`src/rtl/maple_pkg.sv`:
```
// Shared definitions for the Maple bus packet receiver: FSM encodings,
// header byte positions and counter sizing.
package maple_pkg;

  typedef enum logic [2:0] {
    ST_IDLE     = 3'd0,
    ST_HEADER   = 3'd1,
    ST_PAYLOAD  = 3'd2,
    ST_CRC      = 3'd3,
    ST_WAIT_END = 3'd4
  } state_t;

  // Header bytes arrive length first, command last.
  localparam logic [1:0] HDR_IDX_LENGTH = 2'd0;
  localparam logic [1:0] HDR_IDX_SRC    = 2'd1;
  localparam logic [1:0] HDR_IDX_DEST   = 2'd2;
  localparam logic [1:0] HDR_IDX_CMD    = 2'd3;

  localparam logic [7:0] MAX_LEN_DEFAULT = 8'd255;

  // Word counter must reach the largest 8-bit length without wrapping.
  localparam int WORD_CNT_W = 9;

  // Byte counter holds a full frame: 4 header + 4*len payload + 1 CRC.
  function automatic int byte_cnt_width(input logic [7:0] max_len);
    return $clog2(int'(max_len) * 4 + 6);
  endfunction

endpackage

```
`src/rtl/maple_word_packer.sv`:
```
// Packs payload bytes (least-significant first) into 32-bit words and holds
// each word until the consumer takes it; words completing while full are dropped.
module maple_word_packer
  import maple_pkg::*;
(
  input  logic        clk,
  input  logic        reset,
  input  logic        clear,
  input  logic        byte_en,
  input  logic [7:0]  byte_data,
  input  logic        word_ready,
  output logic [31:0] word_data,
  output logic        word_valid,
  output logic        word_done,
  output logic        overflow
);

  logic [1:0]  lane_reg;
  logic [23:0] assembly_reg;
  logic [31:0] word_data_reg;
  logic        word_valid_reg;

  assign word_done  = byte_en && (lane_reg == 2'd3);
  assign overflow   = word_done && word_valid_reg;
  assign word_data  = word_data_reg;
  assign word_valid = word_valid_reg;

  always_ff @(posedge clk or posedge reset) begin
    if (reset) begin
      lane_reg       <= 2'd0;
      assembly_reg   <= 24'd0;
      word_data_reg  <= 32'd0;
      word_valid_reg <= 1'b0;
    end else begin
      if (clear) begin
        lane_reg <= 2'd0;
      end else if (byte_en) begin
        lane_reg     <= lane_reg + 2'd1;
        assembly_reg <= {byte_data, assembly_reg[23:8]};
      end
      // A held word is never overwritten; a new word only lands in an empty holder.
      if (word_done && !word_valid_reg) begin
        word_data_reg  <= {byte_data, assembly_reg};
        word_valid_reg <= 1'b1;
      end else if (word_valid_reg && word_ready) begin
        word_valid_reg <= 1'b0;
      end
    end
  end

endmodule

```
`src/rtl/maple_packet_receiver.sv`:
```
// Maple bus packet receiver: header capture, payload word delivery, XOR check
// byte verification and per-frame status reporting.
module maple_packet_receiver
  import maple_pkg::*;
#(
  parameter logic [7:0] MAX_LEN = MAX_LEN_DEFAULT
) (
  input  logic        clk,
  input  logic        reset,
  input  logic [7:0]  byte_data,
  input  logic        byte_ready,
  input  logic        frame_start,
  input  logic        frame_end,
  output logic [7:0]  hdr_command,
  output logic [7:0]  hdr_dest,
  output logic [7:0]  hdr_src,
  output logic [7:0]  hdr_length,
  output logic        hdr_valid,
  output logic [31:0] word_data,
  output logic        word_valid,
  input  logic        word_ready,
  output logic        frame_done,
  output logic        frame_ok,
  output logic        err_crc,
  output logic        err_length,
  output logic        err_overflow
);

  localparam int BYTE_CNT_W = byte_cnt_width(MAX_LEN);

  state_t                  state_reg, state_next;
  logic [BYTE_CNT_W-1:0]   byte_cnt_reg, byte_cnt_next;
  logic [WORD_CNT_W-1:0]   word_cnt_reg, word_cnt_next, word_cnt_inc;
  logic [7:0]              xor_reg, xor_next;
  logic [7:0]              shadow_len_reg, shadow_len_next;
  logic [7:0]              shadow_src_reg, shadow_src_next;
  logic [7:0]              shadow_dest_reg, shadow_dest_next;
  logic [7:0]              hdr_command_reg, hdr_command_next;
  logic [7:0]              hdr_dest_reg, hdr_dest_next;
  logic [7:0]              hdr_src_reg, hdr_src_next;
  logic [7:0]              hdr_length_reg, hdr_length_next;
  logic                    hdr_valid_reg, hdr_valid_next;
  logic                    frame_done_reg, frame_done_next;
  logic                    frame_ok_reg, frame_ok_next;
  logic                    err_crc_reg, err_crc_next;
  logic                    err_length_reg, err_length_next;
  logic                    err_overflow_reg, err_overflow_next;
  logic [1:0]              hdr_idx;
  logic                    pack_en, pack_word_done, pack_overflow;

  assign hdr_idx      = byte_cnt_reg[1:0];
  assign word_cnt_inc = word_cnt_reg + WORD_CNT_W'(1);

  maple_word_packer u_packer (
    .clk        (clk),
    .reset      (reset),
    .clear      (frame_start),
    .byte_en    (pack_en),
    .byte_data  (byte_data),
    .word_ready (word_ready),
    .word_data  (word_data),
    .word_valid (word_valid),
    .word_done  (pack_word_done),
    .overflow   (pack_overflow)
  );

  always_comb begin
    state_next        = state_reg;
    byte_cnt_next     = byte_cnt_reg;
    word_cnt_next     = word_cnt_reg;
    xor_next          = xor_reg;
    shadow_len_next   = shadow_len_reg;
    shadow_src_next   = shadow_src_reg;
    shadow_dest_next  = shadow_dest_reg;
    hdr_command_next  = hdr_command_reg;
    hdr_dest_next     = hdr_dest_reg;
    hdr_src_next      = hdr_src_reg;
    hdr_length_next   = hdr_length_reg;
    hdr_valid_next    = 1'b0;
    frame_done_next   = 1'b0;
    frame_ok_next     = frame_ok_reg;
    err_crc_next      = err_crc_reg;
    err_length_next   = err_length_reg;
    err_overflow_next = err_overflow_reg;
    pack_en           = 1'b0;

    if (frame_start) begin
      state_next        = ST_HEADER;
      byte_cnt_next     = '0;
      word_cnt_next     = '0;
      xor_next          = 8'd0;
      frame_ok_next     = 1'b0;
      err_crc_next      = 1'b0;
      err_length_next   = 1'b0;
      err_overflow_next = 1'b0;
    end else begin
      if (byte_ready) begin
        case (state_reg)
          ST_HEADER: begin
            xor_next      = xor_reg ^ byte_data;
            byte_cnt_next = byte_cnt_reg + BYTE_CNT_W'(1);
            case (hdr_idx)
              HDR_IDX_LENGTH: shadow_len_next  = byte_data;
              HDR_IDX_SRC:    shadow_src_next  = byte_data;
              HDR_IDX_DEST:   shadow_dest_next = byte_data;
              default: begin
                // Fields commit together so they never show a half-updated header.
                hdr_command_next = byte_data;
                hdr_dest_next    = shadow_dest_reg;
                hdr_src_next     = shadow_src_reg;
                hdr_length_next  = shadow_len_reg;
                hdr_valid_next   = 1'b1;
                word_cnt_next    = '0;
                if (shadow_len_reg == 8'd0) begin
                  state_next = ST_CRC;
                end else if (shadow_len_reg > MAX_LEN) begin
                  err_length_next = 1'b1;
                  state_next      = ST_WAIT_END;
                end else begin
                  state_next = ST_PAYLOAD;
                end
              end
            endcase
          end
          ST_PAYLOAD: begin
            pack_en       = 1'b1;
            xor_next      = xor_reg ^ byte_data;
            byte_cnt_next = byte_cnt_reg + BYTE_CNT_W'(1);
            if (pack_overflow) err_overflow_next = 1'b1;
            if (pack_word_done) begin
              if (word_cnt_inc == {1'b0, hdr_length_reg}) state_next = ST_CRC;
              else word_cnt_next = word_cnt_inc;
            end
          end
          ST_CRC: begin
            byte_cnt_next = byte_cnt_reg + BYTE_CNT_W'(1);
            if (byte_data != xor_reg) err_crc_next = 1'b1;
            state_next = ST_WAIT_END;
          end
          ST_WAIT_END: err_length_next = 1'b1;
          default: ;
        endcase
      end

      // frame_end sees the state after any byte taken in the same cycle.
      if (frame_end && (state_next != ST_IDLE)) begin
        frame_done_next = 1'b1;
        if (state_next == ST_WAIT_END) begin
          frame_ok_next = !(err_crc_next || err_length_next || err_overflow_next);
        end else begin
          err_length_next = 1'b1;
          frame_ok_next   = 1'b0;
        end
        state_next = ST_IDLE;
      end
    end
  end

  always_ff @(posedge clk or posedge reset) begin
    if (reset) begin
      state_reg        <= ST_IDLE;
      byte_cnt_reg     <= '0;
      word_cnt_reg     <= '0;
      xor_reg          <= 8'd0;
      shadow_len_reg   <= 8'd0;
      shadow_src_reg   <= 8'd0;
      shadow_dest_reg  <= 8'd0;
      hdr_command_reg  <= 8'd0;
      hdr_dest_reg     <= 8'd0;
      hdr_src_reg      <= 8'd0;
      hdr_length_reg   <= 8'd0;
      hdr_valid_reg    <= 1'b0;
      frame_done_reg   <= 1'b0;
      frame_ok_reg     <= 1'b0;
      err_crc_reg      <= 1'b0;
      err_length_reg   <= 1'b0;
      err_overflow_reg <= 1'b0;
    end else begin
      state_reg        <= state_next;
      byte_cnt_reg     <= byte_cnt_next;
      word_cnt_reg     <= word_cnt_next;
      xor_reg          <= xor_next;
      shadow_len_reg   <= shadow_len_next;
      shadow_src_reg   <= shadow_src_next;
      shadow_dest_reg  <= shadow_dest_next;
      hdr_command_reg  <= hdr_command_next;
      hdr_dest_reg     <= hdr_dest_next;
      hdr_src_reg      <= hdr_src_next;
      hdr_length_reg   <= hdr_length_next;
      hdr_valid_reg    <= hdr_valid_next;
      frame_done_reg   <= frame_done_next;
      frame_ok_reg     <= frame_ok_next;
      err_crc_reg      <= err_crc_next;
      err_length_reg   <= err_length_next;
      err_overflow_reg <= err_overflow_next;
    end
  end

  assign hdr_command  = hdr_command_reg;
  assign hdr_dest     = hdr_dest_reg;
  assign hdr_src      = hdr_src_reg;
  assign hdr_length   = hdr_length_reg;
  assign hdr_valid    = hdr_valid_reg;
  assign frame_done   = frame_done_reg;
  assign frame_ok     = frame_ok_reg;
  assign err_crc      = err_crc_reg;
  assign err_length   = err_length_reg;
  assign err_overflow = err_overflow_reg;

endmodule

```
`config.mk`:
```
export PLATFORM = sky130hd
export DESIGN_NAME = maple_packet_receiver
export DESIGN_NICKNAME = d
export VERILOG_FILES = /design/src/rtl/maple_pkg.sv /design/src/rtl/maple_word_packer.sv /design/src/rtl/maple_packet_receiver.sv
export SDC_FILE = /design/constraint.sdc
export NUM_CORES = 1
export LEC_CHECK = 0
export ABC_AREA = 1
export CAP_MARGIN = 15
export CORE_MARGIN = 2
export CORE_UTILIZATION = 45
export CTS_CLUSTER_SIZE = 40
export DETAILED_ROUTE_END_ITERATION = 10
export PLACE_DENSITY_LB_ADDON = 0.15
export SLEW_MARGIN = 25
export SYNTH_ARGS = -nofsm -noshare
export SYNTH_HDL_FRONTEND = slang
export SYNTH_SLANG_ARGS = --single-unit
```
`constraint.sdc`:
```
create_clock -name clk -period 6.17 [get_ports clk]
set_input_delay 1.5425 -clock clk [delete_from_list [all_inputs] [get_ports clk]]
set_output_delay 1.5425 -clock clk [all_outputs]
set_load 0.005 [all_outputs]
```
* Word-level counts from Yosys, hierarchy flattened
Cells that the tools add are included.
Word-level totals: bits in registers 152, input port bits 14, output and inout port bits 71, logic and storage cells 128
Cells by class: $add $sub $neg 3, order comparisons 1, equal/unequal tests 13, mux-type cells 57, bitwise gates (word level) 3, reduce and logical (&&, ||, !) cells 30
Operators by type and width (count):
- 2-to-1 mux 9 bit | 5
- 2-to-1 mux 11 bit | 3
- 2-to-1 mux 1 bit | 32
- 2-to-1 mux 3 bit | 9
- 2-to-1 mux 8 bit | 3
- case mux 9 bit (2 select lines) | 1
- AND reduction 4 bit | 4
- nonzero test 2 bit | 6
- adder 11 x 1 -> 11 bit (second input constant) | 1
- adder 9 x 1 -> 9 bit (second input constant) | 1
- equality test 9 x 8 -> 1 bit | 1
- case mux 3 bit (3 select lines) | 1
- > comparator 8 bit (second input constant) | 1
- logical NOT 8 bit | 1
- != test 8 bit | 1
- XOR 8 bit | 1
- equality test 3 x 2 -> 1 bit (second input constant) | 2
- equality test 3 bit (second input constant) | 2
- != test 3 bit (second input constant) | 2
- AND reduction 2 bit | 3
- nonzero test 3 bit | 2
- OR reduction 3 bit | 2
- logical AND 1 bit | 5
- AND reduction 5 bit | 1
- other kinds (12) | 17

* Depth between registers and ports, before layout
depth in word-level cells 15, gate-level depth with buffers 16, mapped depth without buffers 16

* Hierarchy
A second synthesis with hierarchy kept.
Unflattened totals: cells, all modules 717, area total of the unflattened synthesis 6272.3 µm²
By module, submodules not included:
- maple_packet_receiver | times used 1, cells an instance 453, area an instance 3831.2 µm², sequential area each 2102.0 µm²
- maple_word_packer | times used 1, cells an instance 264, area an instance 2441.1 µm², sequential area each 1476.4 µm²

* Worst setup path before layout
Ideal clock, no wire load.
path kind input-to-reg, from input byte_ready, to register u_packer.word_data_reg[16] (netlist: u_packer.word_data[16]), library setup time 0.130 ns, data arrival time 2.623 ns, data required time 6.040 ns, setup slack 3.417 ns, stages on the path 9, buffers on the path 2, cells stage by stage inv_2 nor2_1 nand3_1 inv_1 nand2_1 buf_2 clkbuf_1 nand2_1 o21ai_0
On the way: longest elaborated chain between the ends 4
RTL lines:
- start: declaration | RTL line maple_packet_receiver.sv:11 | input logic byte_ready,
- 2-to-1 mux 1 bit | RTL line maple_packet_receiver.sv:97 | if (byte_ready) begin
- 2-to-1 mux 1 bit | RTL line maple_packet_receiver.sv:87 | if (frame_start) begin
- logical AND 1 bit | RTL line maple_word_packer.sv:23 | assign word_done = byte_en && (lane_reg == 2'd3);
- logical AND 1 bit | RTL line maple_word_packer.sv:42 | if (word_done && !word_valid_reg) begin
- end signal: assignment | RTL line maple_word_packer.sv:43 | word_data_reg <= {byte_data, assembly_reg};
- end: declaration | RTL line maple_word_packer.sv:20 | logic [31:0] word_data_reg;
Every way passes these cells. A chain may end at the register's enable or synchronous reset.

* Final worst setup path
from input frame_start, to register u_packer.word_data_reg[4] (netlist: u_packer.word_data[4])
On the way: longest elaborated chain between the ends 3
RTL lines:
- start: declaration | RTL line maple_packet_receiver.sv:12 | input logic frame_start,
- 2-to-1 mux 1 bit | RTL line maple_packet_receiver.sv:87
- logical AND 1 bit | RTL line maple_word_packer.sv:23
- logical AND 1 bit | RTL line maple_word_packer.sv:42
Every way passes these cells.

==> summary.txt <==
CTS Hold Bufs = 0
top-level I/O count = 85
cell row count = 42
fin cells = 923
yosys warns = 0
die area = 14210 µm²
commonest non-fill, non-tap cell in the layout = nand2_1
core area = 13090 µm²
Hold WS = 0.4689 ns
synthesized flop and latch total = 143
critical path fanouts, max = 57
worst-margin pin slew = 0.9412 ns
Clock Latency Late Sink = 0.42 ns
WS Path Type = input port to flop
vias in the first global route = 4330
Syn Nets = 671
Comb pwr share = 0.120
share of cells above drive strength 1 = 0.07631
first-pass GRT wire length = 21.84 mm
HP Class = flop to flop
Worst EP arrival = 4.04 ns
number of synthesized flops with an enable pin = 0
pwr dens = 335.0 nW/µm²
max cap viols = 0
drc violations = 0
DP Cell Count = 891
Via density = 4.965
setup TNS = 0 ns
cell count after synthesis = 651
dpl hpwl = 8.838 mm
commonest non-fill, non-tap cells in the layout = 203 x nand2_1, 143 x dfrtp_1, 91 x o21ai_0
Die Wd = 119.2 µm
sequential-to-total area share from yosys stat = 0.5990
WL per Instance = 14.42 µm
Period minus WS final = 3.737 ns
Num CTS Buffers = 17
crit path capture type = flop
async set or reset register ratio after synthesis = 1.000
critical path required time = 6.47 ns
Detailed Route Iter0 Violations = 297
clock sink count = 143
Clock power frac = 0.433
Hold Vio Cnt, Final = 0
WP buf/inv = 2
fin nets = 754
grt total ovfl = 0
total wire length = 13.31 mm
Setup Buffers After CTS = 0
worst slack, placed = 2.038 ns
GPL Wtd Cong = 0.8608
CP top delay family = simple AND/OR/NAND/NOR gates
Synth cell types = 32
post-cts repair resize count = 0
setup violators final = 0
Port Buf Inserts = 84
max reg flops = 32
post-placement cell area = 6965 µm²
final worst-path cycle share = 0.6057
clk_skew = 0.005303 ns
status = finished clean
Reg power frac = 0.447
Reg clk slew, reported paths = 0.06 ns
P_sw = 636.1 µW
setup ws final = 2.433 ns
area delta synth->final = 27.27%
vias post-DR = 4583
Initial Utilization = 0.4566
largest net degree at the start of global routing = 114
syn_area_per_cell = 9.177 µm²
unrepaired setup endpoints after global routing = false
slowest stage delay, CP = 0.68 ns
Synth Cell Area = 5974 µm²
prevailing post-synth register cell = dfrtp_1
DRT Pass-1 Iters = 5
number of routed nets with antenna violations = 0
CTS tree = built
Worst path slowest cell = clkdlybuf4s50_1
clk buf depth = 2
ANT cells = 0
initial antenna violation count = 0
GR Util All Layers = 0.1988
Rel. slew slack = 0.3703
Die Span Y = 119.2 µm
Cell Int Power = 1.911 mW
sw frac = 0.2497
Final Util = 0.5811
H-tree levels = 4
crit-path cells = clkdlybuf4s50_1 > nor2_1 > nand3_1 > inv_1 > nand2_2 > mux2_2
Lkg Pwr = 3.599 nW
Clock Tree Root = clkbuf_16
Slew Viols, Final = 0
worst vdd ir = 0.0002162 V
total power = 2.547 mW
Final Cell Area = 7604 µm²
Startpoint Class = input port
Fmax = 267.6 MHz
power groups by stage:
stage                     registers, mW  clock network (mW)  logic (mW)
after floorplan                    1.14                   0       0.173
after global placement             1.15                   0       0.301
after detailed placement           1.15                   0       0.310
after CTS                          1.14                1.12       0.312
after global routing               1.15                1.16       0.352
final                              1.14                1.10       0.306
cell families after synthesis:
group,count (synthesis),share of synthesized area
AND/OR/NAND/NOR,280,0.1927
flip-flops,143,0.5990
AO/OA/AOI/OAI,114,0.09906
buffers and inverters,85,0.05571
multiplexers,12,0.02262
XOR/XNOR,11,0.01843
adder cells (fa/ha/maj),6,0.01257
layout make-up:
cell class                 count  area [µm²]
timing repair buffer          87       863.3
multi-input combinational    423        2066
fill                        1124        5482
inverter                      62       240.2
tap                          176       220.2
clock buffer                  20       456.7
clock inverter                12       178.9
sequential                   143        3578
Yosys cell counts (2+ instances only):
library cell | number | share of area
clkbuf_1 | 17 | 0.011
ha_1 | 6 | 0.013
nor3_1 | 4 | 0.0034
xor2_1 | 5 | 0.0073
buf_2 | 5 | 0.0042
inv_1 | 59 | 0.037
a31oi_1 | 2 | 0.0021
nor3_2 | 2 | 0.0034
nor2_1 | 27 | 0.017
inv_2 | 2 | 0.0013
o31ai_1 | 2 | 0.0025
o21ai_0 | 91 | 0.076
o21ai_1 | 9 | 0.0075
dfrtp_1 | 143 | 0.60
nand4_1 | 3 | 0.0031
xnor2_1 | 5 | 0.0073
nor4_1 | 2 | 0.0021
nand2_1 | 204 | 0.13
mux2_2 | 12 | 0.023
nor2_2 | 2 | 0.0021
a21oi_1 | 7 | 0.0059
nand3_1 | 32 | 0.027
worst paths after layout:
check	from	end	slack (ns)	cells past startpoint
worst max-delay path	frame_start	u_packer.word_data[4]	2.43	6
worst min-delay path	shadow_src_reg[6]	hdr_src[6]	0.47	2
worst max register to register	state_reg[2]	word_cnt_reg[8]	3.58	8
worst min register to register	shadow_src_reg[6]	hdr_src[6]	0.47	2
max in group asynchronous	reset	shadow_len_reg[0]	3.57	3
min in group asynchronous	reset	hdr_dest[7]	1.68	2
worst min-delay path, cell delays in order (launching register included):
cell,delay [ns]
dfrtp_1,0.34
nand2_1,0.05
nand2_1,0.04
metal layers:
layer  GRT usage  vias to the layer above  wire (µm)
met5           0                        -          0
met4     0.07589                        0        246
met3     0.04837                       22        647
met2      0.3021                      108       6198
met1      0.2775                     2196       6216
li1            -                     2257          -
Power figures use the tool's default switching activity.
